<file path="config.mk">
export PLATFORM = sky130hd
export DESIGN_NAME = fifo_uart_tx
export DESIGN_NICKNAME = d
export VERILOG_FILES = /design/src/rtl/fifo_uart_tx_pkg.sv /design/src/rtl/uart_baud_tick.sv /design/src/rtl/fifo_uart_tx.sv
export SDC_FILE = /design/constraint.sdc
export NUM_CORES = 1
export LEC_CHECK = 0
export ABC_AREA = 1
export CAP_MARGIN = 0
export CORE_MARGIN = 8
export CORE_UTILIZATION = 46
export CTS_CLUSTER_SIZE = 40
export DETAILED_ROUTE_END_ITERATION = 12
export PLACE_DENSITY = 0.73
export SLEW_MARGIN = 10
export SYNTH_ARGS = -nofsm -noshare
export SYNTH_HDL_FRONTEND = slang
export SYNTH_SLANG_ARGS = --single-unit
</file>
<file path="constraint.sdc">
create_clock -name clock -period 1.2 [get_ports clock]
set_input_delay 0.18 -clock clock [delete_from_list [all_inputs] [get_ports clock]]
set_output_delay 0.18 -clock clock [all_outputs]
set_load 0.01 [all_outputs]
</file>
<file path="src/rtl/fifo_uart_tx_pkg.sv">
// Shared definitions for the FIFO-fed UART transmitter: state encoding,
// frame constants and the baud-counter width helper.
package fifo_uart_tx_pkg;

  localparam int DATA_BITS  = 8;
  localparam int FIFO_DEPTH = 32;

  typedef enum logic [2:0] {
    ST_IDLE  = 3'd0,
    ST_FETCH = 3'd1,
    ST_START = 3'd2,
    ST_DATA  = 3'd3,
    ST_STOP  = 3'd4
  } tx_state_e;

  function automatic int baud_w(input int clks_per_bit);
    return $clog2(clks_per_bit);
  endfunction

endpackage

</file>
<file path="src/rtl/uart_baud_tick.sv">
// Bit-period counter: counts 0..CLKS_PER_BIT-1, held at zero while clear is high.
// tick marks the last cycle of a bit period, tick_early the cycle before it.
module uart_baud_tick #(
  parameter int CLKS_PER_BIT = 16
) (
  input  logic clock,
  input  logic reset_n,
  input  logic clear,
  output logic tick,
  output logic tick_early
);
  import fifo_uart_tx_pkg::*;

  localparam int W = baud_w(CLKS_PER_BIT);
  localparam logic [W-1:0] LAST = W'(CLKS_PER_BIT - 1);
  localparam logic [W-1:0] PRE  = W'(CLKS_PER_BIT - 2);

  logic [W-1:0] r_cnt;

  always_ff @(posedge clock) begin
    if (!reset_n)
      r_cnt <= '0;
    else if (clear || r_cnt == LAST)
      r_cnt <= '0;
    else
      r_cnt <= r_cnt + 1'b1;
  end

  // tick_early lets the FSM register outputs that must be valid in the final cycle
  assign tick       = !clear && (r_cnt == LAST);
  assign tick_early = !clear && (r_cnt == PRE);

endmodule

</file>
<file path="src/rtl/fifo_uart_tx.sv">
// 8N1 transmitter pulling bytes from a registered-read FIFO; all serial-side
// outputs come straight from flops.
module fifo_uart_tx #(
  parameter int CLKS_PER_BIT = 16
) (
  input  logic       clock,
  input  logic       reset_n,
  input  logic       tx_enable,
  input  logic       fifo_empty,
  input  logic [7:0] fifo_data,
  output logic       fifo_read,
  output logic       tx,
  output logic       busy,
  output logic       frame_done
);
  import fifo_uart_tx_pkg::*;

  localparam logic [2:0] LAST_BIT = 3'(DATA_BITS - 1);

  tx_state_e            r_state;
  logic [DATA_BITS-1:0] r_shift;
  logic [2:0]           r_bit;
  logic                 r_tx;
  logic                 r_read;
  logic                 r_done;

  logic w_clear;
  logic w_tick;
  logic w_tick_early;
  logic w_can_read;

  assign w_clear    = (r_state == ST_IDLE) || (r_state == ST_FETCH);
  assign w_can_read = tx_enable && !fifo_empty;

  uart_baud_tick #(.CLKS_PER_BIT(CLKS_PER_BIT)) u_baud (
    .clock      (clock),
    .reset_n    (reset_n),
    .clear      (w_clear),
    .tick       (w_tick),
    .tick_early (w_tick_early)
  );

  always_ff @(posedge clock) begin
    if (!reset_n) begin
      r_state <= ST_IDLE;
      r_shift <= '0;
      r_bit   <= '0;
      r_tx    <= 1'b1;
      r_read  <= 1'b0;
      r_done  <= 1'b0;
    end else begin
      case (r_state)
        ST_IDLE: begin
          r_tx   <= 1'b1;
          r_done <= 1'b0;
          // the read strobe is issued from IDLE; FETCH follows once it has been seen
          if (r_read) begin
            r_read  <= 1'b0;
            r_state <= ST_FETCH;
          end else if (w_can_read) begin
            r_read <= 1'b1;
          end
        end
        ST_FETCH: begin
          r_read  <= 1'b0;
          r_shift <= fifo_data;
          r_bit   <= '0;
          r_tx    <= 1'b0;
          r_state <= ST_START;
        end
        ST_START: begin
          if (w_tick) begin
            r_tx    <= r_shift[0];
            r_bit   <= '0;
            r_state <= ST_DATA;
          end
        end
        ST_DATA: begin
          if (w_tick) begin
            if (r_bit == LAST_BIT) begin
              r_tx    <= 1'b1;
              r_state <= ST_STOP;
            end else begin
              r_shift <= r_shift >> 1;
              r_tx    <= r_shift[1];
              r_bit   <= r_bit + 3'd1;
            end
          end
        end
        ST_STOP: begin
          r_tx <= 1'b1;
          if (w_tick) begin
            r_done  <= 1'b0;
            r_read  <= 1'b0;
            r_state <= r_read ? ST_FETCH : ST_IDLE;
          end else if (w_tick_early) begin
            // arm strobes so they are registered in the final stop cycle
            r_done <= 1'b1;
            r_read <= w_can_read;
          end
        end
        default: begin
          r_state <= ST_IDLE;
          r_tx    <= 1'b1;
          r_read  <= 1'b0;
          r_done  <= 1'b0;
        end
      endcase
    end
  end

  assign tx         = r_tx;
  assign fifo_read  = r_read;
  assign frame_done = r_done;
  assign busy       = (r_state != ST_IDLE);

endmodule

</file>
==> results of run 1 <==
==> power by group <==
group	switching, mW	total (mW)	internal (mW)
registers	0.131	0.990	0.859
clock network	0.208	0.337	0.130
logic	0.827	1.53	0.701
total	1.17	2.86	1.69
==> sequential cells by signal (all words and copies together), names as in the netlist <==
name / flops
r_shift: 8
u_baud.r_cnt: 4
r_bit: 3
r_state: 3
fifo_read: 1
frame_done: 1
tx: 1
==> final cells by class <==
type / instances / area share (%)
flip-flops and latches: 21 / 23.3
repair buffers: 53 / 25.5
inverters: 11 / 2.62
clock buffers: 4 / 1.41
multi-input cells: 115 / 45.3
well taps: 28 / 1.88
==> logic make-up after synthesis <==
family | synth area share [%]
xor gates and xnor gates | 0.857
adders and majority gates | 4.90
and+or+nand+nor | 37.8
AOI/OAI and AO/OA | 10.4
DFF | 41.1
buffers and inverters | 4.90
==> Yosys cell counts <==
master and count:
nand3_4 1, o21ai_0 12, clkbuf_1 1, nor2_2 1, nand3b_1 1, inv_1 10
nand4_1 5, nor2_1 24, nor3_1 1, nand3_1 11, ha_1 4, nand2_2 1
or2_2 1, xnor2_1 1, inv_2 1, buf_2 1, nand2_1 43, a21oi_1 8
dfxtp_1 21, o22ai_1 1
==> worst min-delay path, delay by kind of cell, from the launching register on <==
| family | cells | cell delay (ns) |
|---|---|---|
| flip-flops | 1 | 0.33 |
| AO/OA/AOI/OAI | 1 | 0.05 |
| AND/OR/NAND/NOR | 1 | 0.06 |
==> per-stage QoR <==
stage                     hold slack (ns)  instance area, um2   TNS, ns  std cells
after floorplan                     0.348                1050  -0.00600        149
after global placement              0.459                1450    -0.896        217
after detailed placement            0.461                1450     -1.84        217
after CTS                           0.454                1680     -1.20        228
after global routing                0.501                1860     -2.49        232
final                               0.480                1860     -1.56        232
==> per-layer routing <==
metal	vias to the layer above	GRT usage, %
met5	-	0
met4	0	8.83
met3	18	4.24
met2	59	31.2
met1	606	15.5
li1	598	-
==> worst paths after layout <==
path                             endpoint  slack (ns)  cells past startpoint
setup / recovery    r_bit[2]$_SDFFE_PN0P_       -0.15                      7
hold / removal    r_shift[7]$_SDFFE_PN0P_        0.48                      2
setup reg to reg    r_bit[2]$_SDFFE_PN0P_       -0.15                      7
hold reg to reg   r_shift[7]$_SDFFE_PN0P_        0.48                      2
==> repair_timing <==
item                                    CTS  global route
cloned                                    0             0
endpoints found under the setup margin   19            21
buffers inserted                          7             4
gates resized for setup                  53            43
pin swaps                                18            18
==> results.md, run 1 <==
* Remaining antenna violation count at 0
* CP most frequent cell: ha_4
* Post-Synthesis Cells at 149
* Synth top area cells: dfxtp_1 (41%), nand2_1 (16%), nor2_1 (8.8%)
* Cts bufs inserted at 3
* Total GRT Usage at 16.4%
* Synth Net Count at 165
* Met2 WL post-DR at 2080 um
* Outcome: complete, but fails checks
* Crit-path max FO at 3
* Crit path buf inv count at 3
* Max Slew Vio Count at 0
* Pin count of the biggest net entering global routing at 12
* I/O pin total at 16
* WS Path Type: flop to flop
* Share of cells above drive strength 1 at 48.0%
* Cell Chain, Critical Path: ha_4 > ha_4 > buf_6 > inv_4 > buf_4 > nand4_1 > a21oi_1
* RSZ-0062 raised after global routing: true
* Yosys reg bits at 21
* Period minus WS final at 1.35 ns
* Final Core Density at 86.6%
* Area occupied by multi-input gates at 842 um2
* Initial antenna violation count at 0
* CP endpoint kind: flop
* Period utilization at 112%
* Top routing layer used: met4
* Number of max-cap violations at 0
* Residual DRC at 0
* Met1 wire length at 1470 um
* Critical Path RT at 1.43 ns
* Setup WS post-layout at -0.146 ns
* Yosys warns at 0
* Final setup viols at 16
* Via density at 5.52
* Placeable Area at 2150 um2
* Worst r2r src: r_bit[0]$_SDFFE_PN0P_
* Gr ovfl total at 0
* Site Rows at 17
* WP data arrival at 1.58 ns
* Mapped Area at 1020 um2
* Nets@finish at 221
* Gp weighted congestion at 0.812
* Yosys top cell by area: dfxtp_1
* Area Overhead vs Synth at 82.0%
* Static leakage at 0.806 nW
* Worst slew pin tran at 0.291 ns
* Share of the synthesized area in the top cell type at 41.1%
* Fmax at 0.743 GHz
* IO Port Bufs at 15
* First-pass GRT wire length at 5400 um
* Slew HR at 80.5%
* CP max-delay cell: dfxtp_2
* Hold Path Origin: r_shift[7]$_SDFFE_PN0P_
* CTS tree: built
* Hold/Removal Path Class: flop to flop
* Endpoints failing hold at 0
* Routed wire length at 3930 um
* CP top delay family: flip-flops
* CTS root buf: clkbuf_4
* Clock Skews at 0.00256 ns
* Library cells used by synthesis at 20
* Die height at 63.1 um
* Worst-Skew Late Latency at 0.30 ns
* N_diodes at 0
* Commonest non-fill, non-tap cell in the layout: nand2_1
* Horiz. Die Dim at 63.1 um
* Sequential area share after synthesis at 41.1%
* Synthesized area per cell at 6.86 um2
* Setup WS pre-CTS at -0.172 ns
* Total power draw at 2.86 mW
* Crit start category: flop
* HPWL after DPL at 2150 um
* Initial core utilization at 47.6%
* VDD IR max at 0.00133 V
* First-pass DRT Iterations at 4
* Clk slew on worst S/H paths at 0.11 ns
* Cts-stage hold buffer count at 0
* Worst setup path start: r_bit[0]$_SDFFE_PN0P_
* Filler cell count at 98
* Number of global-route vias before repair at 1275
* Vias at 1281
* Die ar. at 3990 um2
* CTS H-tree depth at 1
* CTS sink count at 21
* PwrDens at 1530 nW/um2
* Drt first-iter violations at 101
* Commonest non-fill, non-tap cells in the layout: nand2_1 (33), buf_4 (28), dfxtp_1 (14), nor2_1 (13), clkdlybuf4s50_1 (11)
* Failing checks: negative setup slack
* Routed WL per cell at 16.9 um
* CP max stage delay at 0.36 ns
* Routed wl met3 at 215 um
* Max Root-Sink Buffers at 2
* Sequential cell area at 434 um2
Power figures use the tool's default switching activity.
==> run 2: changes to the inputs <==
--- a/config.mk
+++ b/config.mk
@@ -12,6 +12,7 @@
 export CTS_CLUSTER_SIZE = 40
 export DETAILED_ROUTE_END_ITERATION = 12
 export PLACE_DENSITY = 0.73
+export RECOVER_POWER = 100
 export SLEW_MARGIN = 10
 export SYNTH_ARGS = -nofsm -noshare
 export SYNTH_HDL_FRONTEND = slang
==> results of run 2 <==
Final layout, timing and power as in run 1 (identical DEF).
